--- src/rtl/iteration_sync_ctrl_pkg.sv ---
// Shared defaults and state encoding for the global iteration sequencer.
// Also hosts the busy-state decode used by the controller.
package iteration_sync_ctrl_pkg;

   localparam int CORE_NUM_DEF          = 4;
   localparam int ITERATION_WIDTH_DEF   = 8;
   localparam int MAX_ITERATION_NUM_DEF = 16;
   localparam int UPD_CNT_WIDTH_DEF     = 32;
   localparam int DRAIN_CYCLES_DEF      = 8;

   typedef enum logic [2:0] {
      ST_IDLE    = 3'd0,
      ST_RUN     = 3'd1,
      ST_DRAIN   = 3'd2,
      ST_ADVANCE = 3'd3,
      ST_DONE    = 3'd4
   } sync_state_e;

   function automatic logic is_busy_state(input sync_state_e st);
      return (st == ST_RUN) || (st == ST_DRAIN) || (st == ST_ADVANCE);
   endfunction

endpackage

--- src/rtl/iteration_sync_ctrl_if.sv ---
// Per-core signal bundle between the active-vertex readers and the iteration sequencer.
// master = core side, slave = sequencer side.
interface iteration_sync_ctrl_if #(
   parameter int CORE_NUM = 4
);

   logic [CORE_NUM-1:0] core_iter_end;
   logic [CORE_NUM-1:0] core_upd_valid;
   logic [CORE_NUM-1:0] core_upd;
   logic [CORE_NUM-1:0] pipe_idle;
   logic [CORE_NUM-1:0] iter_advance;

   modport master (
      output core_iter_end,
      output core_upd_valid,
      output core_upd,
      output pipe_idle,
      input  iter_advance
   );

   modport slave (
      input  core_iter_end,
      input  core_upd_valid,
      input  core_upd,
      input  pipe_idle,
      output iter_advance
   );

endinterface

--- src/rtl/iteration_sync_ctrl_popcount_tree.sv ---
// Combinational popcount built as a recursive balanced adder tree.
// Also used for active-vertex counting elsewhere.
module popcount_tree #(
   parameter  int WIDTH = 4,
   localparam int CNT_W = $clog2(WIDTH + 1)
) (
   input  logic [WIDTH-1:0] vec_in,
   output logic [CNT_W-1:0] cnt_out
);

   if (WIDTH == 1) begin : g_leaf
      assign cnt_out = vec_in;
   end else begin : g_node
      localparam int LO_W  = WIDTH / 2;
      localparam int HI_W  = WIDTH - LO_W;
      localparam int LO_CW = $clog2(LO_W + 1);
      localparam int HI_CW = $clog2(HI_W + 1);

      logic [LO_CW-1:0] cnt_lo;
      logic [HI_CW-1:0] cnt_hi;

      popcount_tree #(.WIDTH(LO_W)) u_lo (
         .vec_in  (vec_in[LO_W-1:0]),
         .cnt_out (cnt_lo)
      );

      popcount_tree #(.WIDTH(HI_W)) u_hi (
         .vec_in  (vec_in[WIDTH-1:LO_W]),
         .cnt_out (cnt_hi)
      );

      assign cnt_out = CNT_W'(cnt_lo) + CNT_W'(cnt_hi);
   end

endmodule

--- src/rtl/iteration_sync_ctrl.sv ---
// Global iteration sequencer: gathers per-core end-of-scan, waits for pipeline drain,
// counts vertex updates and broadcasts one iteration-advance pulse to every core.
//
// state      | meaning
// -----------+---------------------------------------------------------------
// ST_IDLE    | waiting for start
// ST_RUN     | collecting per-core end bits into the sticky end mask
// ST_DRAIN   | all cores ended; waiting DRAIN_CYCLES quiet, idle cycles
// ST_ADVANCE | single cycle: iter_advance high, counters rolled over
// ST_DONE    | converged; outputs frozen until reset
module iteration_sync_ctrl
   import iteration_sync_ctrl_pkg::*;
#(
   parameter int CORE_NUM          = CORE_NUM_DEF,
   parameter int ITERATION_WIDTH   = ITERATION_WIDTH_DEF,
   parameter int MAX_ITERATION_NUM = MAX_ITERATION_NUM_DEF,
   parameter int UPD_CNT_WIDTH     = UPD_CNT_WIDTH_DEF,
   parameter int DRAIN_CYCLES      = DRAIN_CYCLES_DEF
) (
   input  logic                       clk,
   input  logic                       rst_n,
   input  logic                       start,
   iteration_sync_ctrl_if.slave       core_if,
   output logic [ITERATION_WIDTH-1:0] iteration_id,
   output logic [UPD_CNT_WIDTH-1:0]   last_upd_cnt,
   output logic                       busy,
   output logic                       converged
);

   localparam int POP_W  = $clog2(CORE_NUM + 1);
   localparam int IDLE_W = $clog2(DRAIN_CYCLES + 1);
   localparam int SUM_W  = UPD_CNT_WIDTH + 1;

   sync_state_e                state_q, state_d;
   logic [CORE_NUM-1:0]        end_mask_q, end_mask_d;
   logic [UPD_CNT_WIDTH-1:0]   upd_cnt_q, upd_cnt_d;
   logic [IDLE_W-1:0]          idle_cnt_q, idle_cnt_d;
   logic                       mask_gate_q, mask_gate_d;
   logic [CORE_NUM-1:0]        iter_advance_q, iter_advance_d;
   logic [ITERATION_WIDTH-1:0] iteration_id_q, iteration_id_d;
   logic [UPD_CNT_WIDTH-1:0]   last_upd_cnt_q, last_upd_cnt_d;
   logic                       busy_q, busy_d;
   logic                       converged_q, converged_d;

   logic [CORE_NUM-1:0]        upd_hit;
   logic [POP_W-1:0]           upd_pop;
   logic [SUM_W-1:0]           upd_sum;
   logic [UPD_CNT_WIDTH-1:0]   upd_cnt_inc;
   logic [CORE_NUM-1:0]        end_mask_run;
   logic [ITERATION_WIDTH-1:0] iteration_id_inc;
   logic                       drain_quiet;

   assign upd_hit = core_if.core_upd_valid & core_if.core_upd;

   popcount_tree #(.WIDTH(CORE_NUM)) u_upd_pop (
      .vec_in  (upd_hit),
      .cnt_out (upd_pop)
   );

   // Saturating accumulate: the carry out of the widened sum pins the count at all-ones.
   assign upd_sum          = {1'b0, upd_cnt_q} + SUM_W'(upd_pop);
   assign upd_cnt_inc      = upd_sum[UPD_CNT_WIDTH] ? '1 : upd_sum[UPD_CNT_WIDTH-1:0];
   assign end_mask_run     = mask_gate_q ? end_mask_q : (end_mask_q | core_if.core_iter_end);
   assign iteration_id_inc = iteration_id_q + 1'b1;
   assign drain_quiet      = (&core_if.pipe_idle) && !(|core_if.core_upd_valid);

   always_comb begin
      state_d        = state_q;
      end_mask_d     = end_mask_q;
      upd_cnt_d      = upd_cnt_q;
      idle_cnt_d     = idle_cnt_q;
      mask_gate_d    = 1'b0;
      iter_advance_d = '0;
      iteration_id_d = iteration_id_q;
      last_upd_cnt_d = last_upd_cnt_q;

      case (state_q)
         ST_IDLE: begin
            if (start) begin
               state_d    = ST_RUN;
               end_mask_d = '0;
               upd_cnt_d  = '0;
            end
         end
         ST_RUN: begin
            upd_cnt_d  = upd_cnt_inc;
            end_mask_d = end_mask_run;
            if (&end_mask_run) begin
               state_d    = ST_DRAIN;
               idle_cnt_d = IDLE_W'(DRAIN_CYCLES);
            end
         end
         ST_DRAIN: begin
            upd_cnt_d = upd_cnt_inc;
            if (!drain_quiet) begin
               idle_cnt_d = IDLE_W'(DRAIN_CYCLES);
            end else if (idle_cnt_q == IDLE_W'(1)) begin
               state_d        = ST_ADVANCE;
               iter_advance_d = '1;
            end else begin
               idle_cnt_d = idle_cnt_q - 1'b1;
            end
         end
         ST_ADVANCE: begin
            last_upd_cnt_d = upd_cnt_inc;
            iteration_id_d = iteration_id_inc;
            upd_cnt_d      = '0;
            end_mask_d     = '0;
            // Readers drop their end level one cycle late; ignore it for one RUN cycle.
            mask_gate_d    = 1'b1;
            if ((upd_cnt_q == '0) ||
                (iteration_id_inc == ITERATION_WIDTH'(MAX_ITERATION_NUM))) begin
               state_d = ST_DONE;
            end else begin
               state_d = ST_RUN;
            end
         end
         ST_DONE: begin
            state_d = ST_DONE;
         end
         default: begin
            state_d = ST_IDLE;
         end
      endcase

      busy_d      = is_busy_state(state_d);
      converged_d = converged_q || (state_d == ST_DONE);
   end

   always_ff @(posedge clk or negedge rst_n) begin
      if (!rst_n) begin
         state_q        <= ST_IDLE;
         end_mask_q     <= '0;
         upd_cnt_q      <= '0;
         idle_cnt_q     <= '0;
         mask_gate_q    <= 1'b0;
         iter_advance_q <= '0;
         iteration_id_q <= '0;
         last_upd_cnt_q <= '0;
         busy_q         <= 1'b0;
         converged_q    <= 1'b0;
      end else begin
         state_q        <= state_d;
         end_mask_q     <= end_mask_d;
         upd_cnt_q      <= upd_cnt_d;
         idle_cnt_q     <= idle_cnt_d;
         mask_gate_q    <= mask_gate_d;
         iter_advance_q <= iter_advance_d;
         iteration_id_q <= iteration_id_d;
         last_upd_cnt_q <= last_upd_cnt_d;
         busy_q         <= busy_d;
         converged_q    <= converged_d;
      end
   end

   assign core_if.iter_advance = iter_advance_q;
   assign iteration_id         = iteration_id_q;
   assign last_upd_cnt         = last_upd_cnt_q;
   assign busy                 = busy_q;
   assign converged            = converged_q;

endmodule
--- src/flat_wrapper.sv ---
// flat-port wrapper written by rule: the top's interface ports become plain ports
module iteration_sync_ctrl_flat import iteration_sync_ctrl_pkg::*;
#(
   parameter int CORE_NUM          = CORE_NUM_DEF,
   parameter int ITERATION_WIDTH   = ITERATION_WIDTH_DEF,
   parameter int MAX_ITERATION_NUM = MAX_ITERATION_NUM_DEF,
   parameter int UPD_CNT_WIDTH     = UPD_CNT_WIDTH_DEF,
   parameter int DRAIN_CYCLES      = DRAIN_CYCLES_DEF
)
  (clk, rst_n, start, iteration_id, last_upd_cnt, busy, converged, core_if_core_iter_end, core_if_core_upd_valid, core_if_core_upd, core_if_pipe_idle, core_if_iter_advance);
  iteration_sync_ctrl_if #(.CORE_NUM(CORE_NUM)) core_if_i ();
  input  logic clk;
  input  logic rst_n;
  input  logic start;
  output logic [ITERATION_WIDTH-1:0] iteration_id;
  output logic [UPD_CNT_WIDTH-1:0] last_upd_cnt;
  output logic busy;
  output logic converged;
  input wire logic [$bits(core_if_i.core_iter_end)-1:0] core_if_core_iter_end;
  input wire logic [$bits(core_if_i.core_upd_valid)-1:0] core_if_core_upd_valid;
  input wire logic [$bits(core_if_i.core_upd)-1:0] core_if_core_upd;
  input wire logic [$bits(core_if_i.pipe_idle)-1:0] core_if_pipe_idle;
  output wire logic [$bits(core_if_i.iter_advance)-1:0] core_if_iter_advance;
  assign core_if_i.core_iter_end = core_if_core_iter_end;
  assign core_if_i.core_upd_valid = core_if_core_upd_valid;
  assign core_if_i.core_upd = core_if_core_upd;
  assign core_if_i.pipe_idle = core_if_pipe_idle;
  assign core_if_iter_advance = core_if_i.iter_advance;
  iteration_sync_ctrl #(.CORE_NUM(CORE_NUM), .ITERATION_WIDTH(ITERATION_WIDTH), .MAX_ITERATION_NUM(MAX_ITERATION_NUM), .UPD_CNT_WIDTH(UPD_CNT_WIDTH), .DRAIN_CYCLES(DRAIN_CYCLES)) u_core (.clk(clk), .rst_n(rst_n), .start(start), .core_if(core_if_i), .iteration_id(iteration_id), .last_upd_cnt(last_upd_cnt), .busy(busy), .converged(converged));
endmodule
--- config.mk ---
export PLATFORM = sky130hd
export DESIGN_NAME = iteration_sync_ctrl_flat
export DESIGN_NICKNAME = d
export VERILOG_FILES = /design/src/rtl/iteration_sync_ctrl_pkg.sv /design/src/rtl/iteration_sync_ctrl_if.sv /design/src/rtl/iteration_sync_ctrl_popcount_tree.sv /design/src/rtl/iteration_sync_ctrl.sv /design/src/flat_wrapper.sv
export SDC_FILE = /design/constraint.sdc
export NUM_CORES = 1
export LEC_CHECK = 0
export CAP_MARGIN = 20
export CORE_UTILIZATION = 40
export DETAILED_ROUTE_END_ITERATION = 8
export GPL_ROUTABILITY_DRIVEN = 1
export PLACE_DENSITY = 0.7
export SETUP_SLACK_MARGIN = 0.3
export SYNTH_ARGS = -nofsm -noshare
export SYNTH_HDL_FRONTEND = slang
export SYNTH_SLANG_ARGS = --single-unit
--- constraint.sdc ---
create_clock -name clk -period 3.6 [get_ports clk]
set_input_delay 0.72 -clock clk [delete_from_list [all_inputs] [get_ports clk]]
set_output_delay 0.72 -clock clk [all_outputs]
set_load 0.1 [all_outputs]
# --- Word level (Yosys, flattened, before mapping) ---
# Cells that the tools add are included.
classes:
  add_sub_neg: 6
  n_eq_ne: 13
  mux: 20
  n_bitwise: 2
  n_reduce_logical: 18
ops:
  columns: ["operator", "n"]
  rows:
  - ["$pmux W32 S3", 1]
  - ["$mux W32", 2]
  - ["$add A32 B3 Y33", 1]
  - ["$logic_not A32 Y1", 1]
  - ["$mux W4", 8]
  - ["$mux W3", 5]
  - ["$pmux W3 S5", 1]
  - ["$eq A3 B2 Y1 const B", 4]
  - ["$pmux W4 S3", 1]
  - ["$add A8 B1 Y8 const B", 1]
  - ["$eq A8 B5 Y1 const B", 1]
  - ["$pmux W4 S2", 1]
  - ["$reduce_and A4 Y1", 2]
  - ["$eq A3 B1 Y1 const B", 2]
  - ["$eq A3 B3 Y1 const B", 2]
  - ["$reduce_bool A3 Y1", 2]
  - ["$add A1 B1 Y2", 2]
  - ["$and A4 B4 Y4", 1]
  - ["$eq A4 B1 Y1 const B", 1]
  - ["$logic_or A1 B1 Y1", 4]
  - ["$or A4 B4 Y4", 1]
  - ["$reduce_and A2 Y1", 2]
  - ["$reduce_or A4 Y1", 1]
  - ["$sub A4 B1 Y4 const B", 1]
  - ["11 further kinds", 11]
totals:
  reg_bits: 90
  in_bits: 19
  out_inout_bits: 46
  wordCells: 69

# --- Logic depth before layout (Yosys ltp) ---
logic_depth:
  ltp_word: 8
  ltp_mapped: 12
  ltp_nobuf: 10

# --- Cells and area by module ---
# From an unflattened synthesis, not the netlist that was laid out.
unflattened:
  hier_cells: 540
  area_unflattened_um2: 4958.5
by_module_without_submodules:
  columns: ["module", "instances", "cells_per_inst", "area_each_um2", "seq_area_each_um2"]
  rows:
  - ["iteration_sync_ctrl", 1, 527, 4852.2, 2177.1]
  - ["popcount_tree at u_core.u_upd_pop", 1, 7, 51.3, 0.0]
  - ["popcount_tree at u_core.u_upd_pop.g_node.u_hi.g_node.u_hi ...", 4, 1, 7.5, 0.0]
  - ["popcount_tree at u_core.u_upd_pop.g_node.u_hi ...", 2, 1, 12.5, 0.0]

# --- Least setup slack after synthesis ---
# No wires, ideal clock.
synth_timing:
  path_type: "input to register"
  from: "input core_if_core_upd[0]"
  to: "register u_core.last_upd_cnt_q[29] (netlist: u_core.last_upd_cnt[29])"
  setup_time_ps: 92
  arrival_ps: 3298
  path_slack_ps: 210
  cell_stages: 11
  cell_sequence: "nand2_1 -> fa_1 -> fa_1 -> inv_1 -> fa_1 -> and4_1 -> buf_2 -> nand2_1 -> or4_4 -> and3_1 -> o31ai_2"
synth_via:
  elab_chain_cells: 5
synth_rtl:
  columns: ["element", "line_no", "source"]
  rows:
  - ["start, declared", "flat_wrapper.sv:21", "input wire logic [$bits(core_if_i.core_upd)-1:0] core_if_core_upd;"]
  - ["$and A4 B4 Y4", "iteration_sync_ctrl.sv:53", "assign upd_hit = core_if.core_upd_valid & core_if.core_upd;"]
  - ["$add A1 B1 Y2", "iteration_sync_ctrl_popcount_tree.sv:32", "assign cnt_out = CNT_W'(cnt_lo) + CNT_W'(cnt_hi);"]
  - ["$add A2 B2 Y3", "iteration_sync_ctrl_popcount_tree.sv:32", null]
  - ["$add A32 B3 Y33", "iteration_sync_ctrl.sv:61", "assign upd_sum = {1'b0, upd_cnt_q} + SUM_W'(upd_pop);"]
  - ["$mux W32", "iteration_sync_ctrl.sv:62", "assign upd_cnt_inc = upd_sum[UPD_CNT_WIDTH] ? '1 : upd_sum[UPD_CNT_WIDTH-1:0];"]
  - ["end signal, assigned", "iteration_sync_ctrl.sv:150", "last_upd_cnt_q <= last_upd_cnt_d;"]
  - ["end, declared", "iteration_sync_ctrl.sv:41", "logic [UPD_CNT_WIDTH-1:0] last_upd_cnt_q, last_upd_cnt_d;"]
# No other way between the ends.
# A chain may end at the register's enable or synchronous reset.

# --- Final worst setup path ---
layout_timing:
  from: "input core_if_core_upd_valid[1]"
  to: "register u_core.last_upd_cnt_q[29] (netlist: u_core.last_upd_cnt[29])"
layout_via:
  elab_chain_cells: 5
layout_rtl:
  columns: ["element", "line_no", "source"]
  rows:
  - ["start, declared", "flat_wrapper.sv:20", "input wire logic [$bits(core_if_i.core_upd_valid)-1:0] core_if_core_upd_valid;"]
  - ["$and A4 B4 Y4", "iteration_sync_ctrl.sv:53", null]
  - ["$add A1 B1 Y2", "iteration_sync_ctrl_popcount_tree.sv:32", null]
  - ["$add A2 B2 Y3", "iteration_sync_ctrl_popcount_tree.sv:32", null]
  - ["$add A32 B3 Y33", "iteration_sync_ctrl.sv:61", null]
  - ["$mux W32", "iteration_sync_ctrl.sv:62", null]
# No other way between the ends.

==> metrics.md <==
| Metric | Value |
|---|---|
| Synth warn | 0 |
| Clock Tree Root | clkbuf_16 |
| Required @ worst endpoint | 3.86 ns |
| Die X | roughly 110 um |
| Max cap viols | 0 |
| Chip Height | ~110 um |
| Post-synth ARST share | 1.00 |
| Clock sinks | 87 |
| Overall Global Routing Usage | 0.209 |
| Net Sw Frac | 0.535 |
| Layout fillers | 1066 |
| Final WL | 12000 um |
| Rel. slew slack | 0.338 |
| Initial core utilization | 0.415 |
| Vias in the first global route | 4266 |
| WHS | around 0.32 ns |
| Period utilization | 0.892 |
| CP startpoint kind | input pin |
| Largest net degree at the start of global routing | 88 |
| Worst IR Drop VDD | ~0.76 mV |
| Post-DP HPWL | around 8100 um |
| GP Congestion | ~0.90 |
| Pre-CTS WS | -0.246 ns |
| TritonCTS clock tree | built |
| Syn Inst Count | 532 |
| Fmax | 311 MHz |
| Hold_buf cts | 0 |
| Core area | 11500 um2 |
| Failing checks | DRC |
| Setup-failing EPs final | 0 |
| Longest Clk Path Bufs | 2 |
| Row cnt | 39 |
| Routed len/inst | roughly 16 um |
| Period minus WS final | 3.21 ns |
| Worst Path Arrival | 3.47 ns |
| Diode count | 0 |
| Multi-input gate area | 2440 um2 |
| Pwr per Cell Area | 927 nW/um2 |
| Clock network fraction of total power | 0.157 |
| EDFF count, synth | 0 |
| CTS Buf Count | 9 |
| Initial antenna violation count | 0 |
| Clk pin slew, worst setup/hold paths | 0.06 ns |
| Static leakage | 2.57 nW |
| Via count | 4174 |
| Area leader, netlist | dfrtp_1 |
| FF+latch area | 2180 um2 |
| NetSw | between 3 and 4 mW |
| Pre-antenna DRT Iters | 6 |
| Yosys top cell area share | 0.455 |
| Worst hold path type | input pin to asynchronous set/reset pin |
| Max Clock Skew | 0.00579 ns |
| CP max FO | 4 |
| H-Tree Depth | 3 |
| Synth-to-layout area growth | 27.7% |
| Top post-synthesis cells by area | dfrtp_1 (46%), o21ai_0 (4.8%), nor2_1 (4.7%), a21oi_1 (4.2%), xnor2_1 (3.7%) |
| Layout cells sized above 1 | 0.138 |
| Seq/Total Area, Yosys | 0.455 |
| GRT overflow | 0 |
| Syn_nets | 559 |
| Sequential power share | 0.258 |
| Synth cell types | 56 |
| I/O pins | 65 |
| Average size of a mapped cell | ~9 um2 |
| Slew Viols, Final | 0 |
| Crit path capture type | flop |
| Layout Nets | 630 |
| Main synth FF type | dfrtp_1 |
| #FFs+latches synth | 87 |
| Cell internal pwr | 2.63 mW |
| Postcts setup bufs | 0 |
| Post-synthesis instance area | 4780 um2 |
| Port Buf Inserts | 64 |
| DIE AREA | 12400 um2 |
| Final worst slack | just under 0.4 ns |
| Initial drt markers | roughly 240 |
| First-pass GRT wire length | 20700 um |
| Combinational Power Share | 0.585 |
| Antenna viol nets, final | 0 |
| Outcome | finished with violations |
| CP Class | input pin to flop |
| Actual slew at the worst max-slew pin | about 1 ns |
| Via density | 5.56 |
| Drt drc | 9 |
| Final hold violations | 0 |
| Worst skew pair latency | roughly 0.35 ns |
| Unrepaired setup endpoints after global routing | no |
cells in the mapped netlist, types with 2 or more instances:
| library cell | count |
|---|---|
| nor2_1 | 60 |
| and4_1 | 6 |
| a22o_1 | 12 |
| or2_2 | 3 |
| inv_1 | 20 |
| nand2_1 | 45 |
| buf_1 | 2 |
| nor2b_1 | 2 |
| nand4_1 | 7 |
| buf_4 | 3 |
| o22a_1 | 2 |
| o31ai_2 | 2 |
| o31ai_1 | 8 |
| dfrtp_1 | 87 |
| a31oi_1 | 12 |
| o21ai_0 | 46 |
| xnor2_1 | 20 |
| nor3b_1 | 3 |
| xor2_1 | 9 |
| ha_1 | 5 |
| a31o_2 | 2 |
| a21o_1 | 8 |
| buf_6 | 3 |
| nor4_1 | 12 |
| clkbuf_1 | 23 |
| nor3_1 | 12 |
| fa_1 | 3 |
| a21oi_1 | 40 |
| nand2b_1 | 3 |
| mux2i_1 | 2 |
| nand4_2 | 2 |
| or3_1 | 4 |
| buf_2 | 9 |
| nand3_1 | 16 |
| o22ai_1 | 2 |
| o2111ai_1 | 2 |
| o2bb2ai_1 | 8 |
| and3_1 | 9 |
worst max-delay path, cell delays in order:
cell and delay, ns:
dlygate4sd2_1 0.25, nand2_1 0.09, fa_2 0.47, fa_2 0.41
inv_2 0.07, fa_2 0.19, and4_4 0.27, nand2_4 0.05
or4_4 0.56, and3_4 0.19, o31ai_2 0.19
logic make-up (layout without fill, tap and decap cells):
group / Yosys count / after routing / synth area share
compound gates: 153 / 153 / 0.203
xor+xnor: 29 / 29 / 0.0531
fa+ha+maj: 8 / 8 / 0.0256
buf+inv: 61 / 136 / 0.0573
flops: 87 / 87 / 0.455
mux: 2 / 2 / 0.00419
simple gates: 192 / 193 / 0.202
cell usage in the layout, fill, tap and decap left out, drive strengths merged, types with 13 or more instances in the layout:
| cell type | n |
|---|---|
| nand3 | 16 |
| inv | 21 |
| nand2 | 45 |
| nor2 | 60 |
| buf | 36 |
| dfrtp | 87 |
| clkdlybuf4s50 | 57 |
| clkbuf | 14 |
| o21ai | 47 |
| nor3 | 13 |
| nor4 | 13 |
| a21oi | 40 |
| xnor2 | 20 |
sequential cells by signal, indices dropped and copies added, names as in the netlist:
signal / flops
u_core.core_if.iter_advance: 1
u_core.end_mask_q: 4
u_core.mask_gate_q: 1
u_core.upd_cnt_q: 32
u_core.last_upd_cnt: 32
u_core.state_q: 3
u_core.idle_cnt_q: 4
u_core.busy: 1
u_core.converged: 1
u_core.iteration_id: 8
stage by stage:
step           instances  TNS, ns  instance area (um2)  total power, mW   util
6_report             751        0                 6110             5.66  0.530
5_1_grt              751        0                 6110             5.98  0.530
4_1_cts              750        0                 6030             5.69  0.523
3_5_place_dp         732    -8.05                 5690             4.76  0.494
3_3_place_gp         731    -6.77                 5660             4.65  0.492
2_1_floorplan        532        0                 4800             3.91      -
what timing repair did:
item / CTS / global route
pin swaps: 5 / 9
cloned: 2 / 0
endpoints found under the setup margin: 61 / 57
gates resized for setup: 16 / 14
path summary, 6_finish.rpt:
| kind | cells past startpoint | start | to | slack (ns) |
|---|---|---|---|---|
| worst max-delay path | 11 | core_if_core_upd_valid[1] | u_core.last_upd_cnt[29] | 0.39 |
| worst min-delay path | 1 | rst_n | u_core.iteration_id[7] | 0.32 |
| worst max register to register | 9 | u_core.upd_cnt_q[0] | u_core.last_upd_cnt[29] | 1.18 |
| worst min register to register | 2 | u_core.last_upd_cnt[26] | u_core.last_upd_cnt[26] | 0.50 |
| max in group asynchronous | 2 | rst_n | u_core.upd_cnt_q[20] | 2.66 |
| min in group clk | 2 | u_core.last_upd_cnt[26] | u_core.last_upd_cnt[26] | 0.50 |
area by class of cell:
cell class                 instances  share of cell area
clock inverter                     2             0.00246
multi-input combinational        385               0.400
inverter                          21              0.0129
timing repair buffer              99               0.156
clock buffer                      14              0.0432
sequential                        87               0.357
tap                              143              0.0293
metal layers:
metal,track usage,up-vias,share of wire
met3,0.0599,20,0.050
met5,0,-,0
li1,-,2034,-
met1,0.278,2001,0.47
met4,0.0856,0,0.021
met2,0.322,119,0.46
power groups by stage:
stage	clock network (mW)	logic (mW)	registers (mW)
floorplan	0	1.02	2.89
finish	0.887	3.31	1.46
global placement	0	3.18	1.47
detailed placement	0	3.29	1.48
global route	0.950	3.53	1.50
CTS	0.908	3.32	1.46
Note: power is estimated with default switching activity, not from simulation.
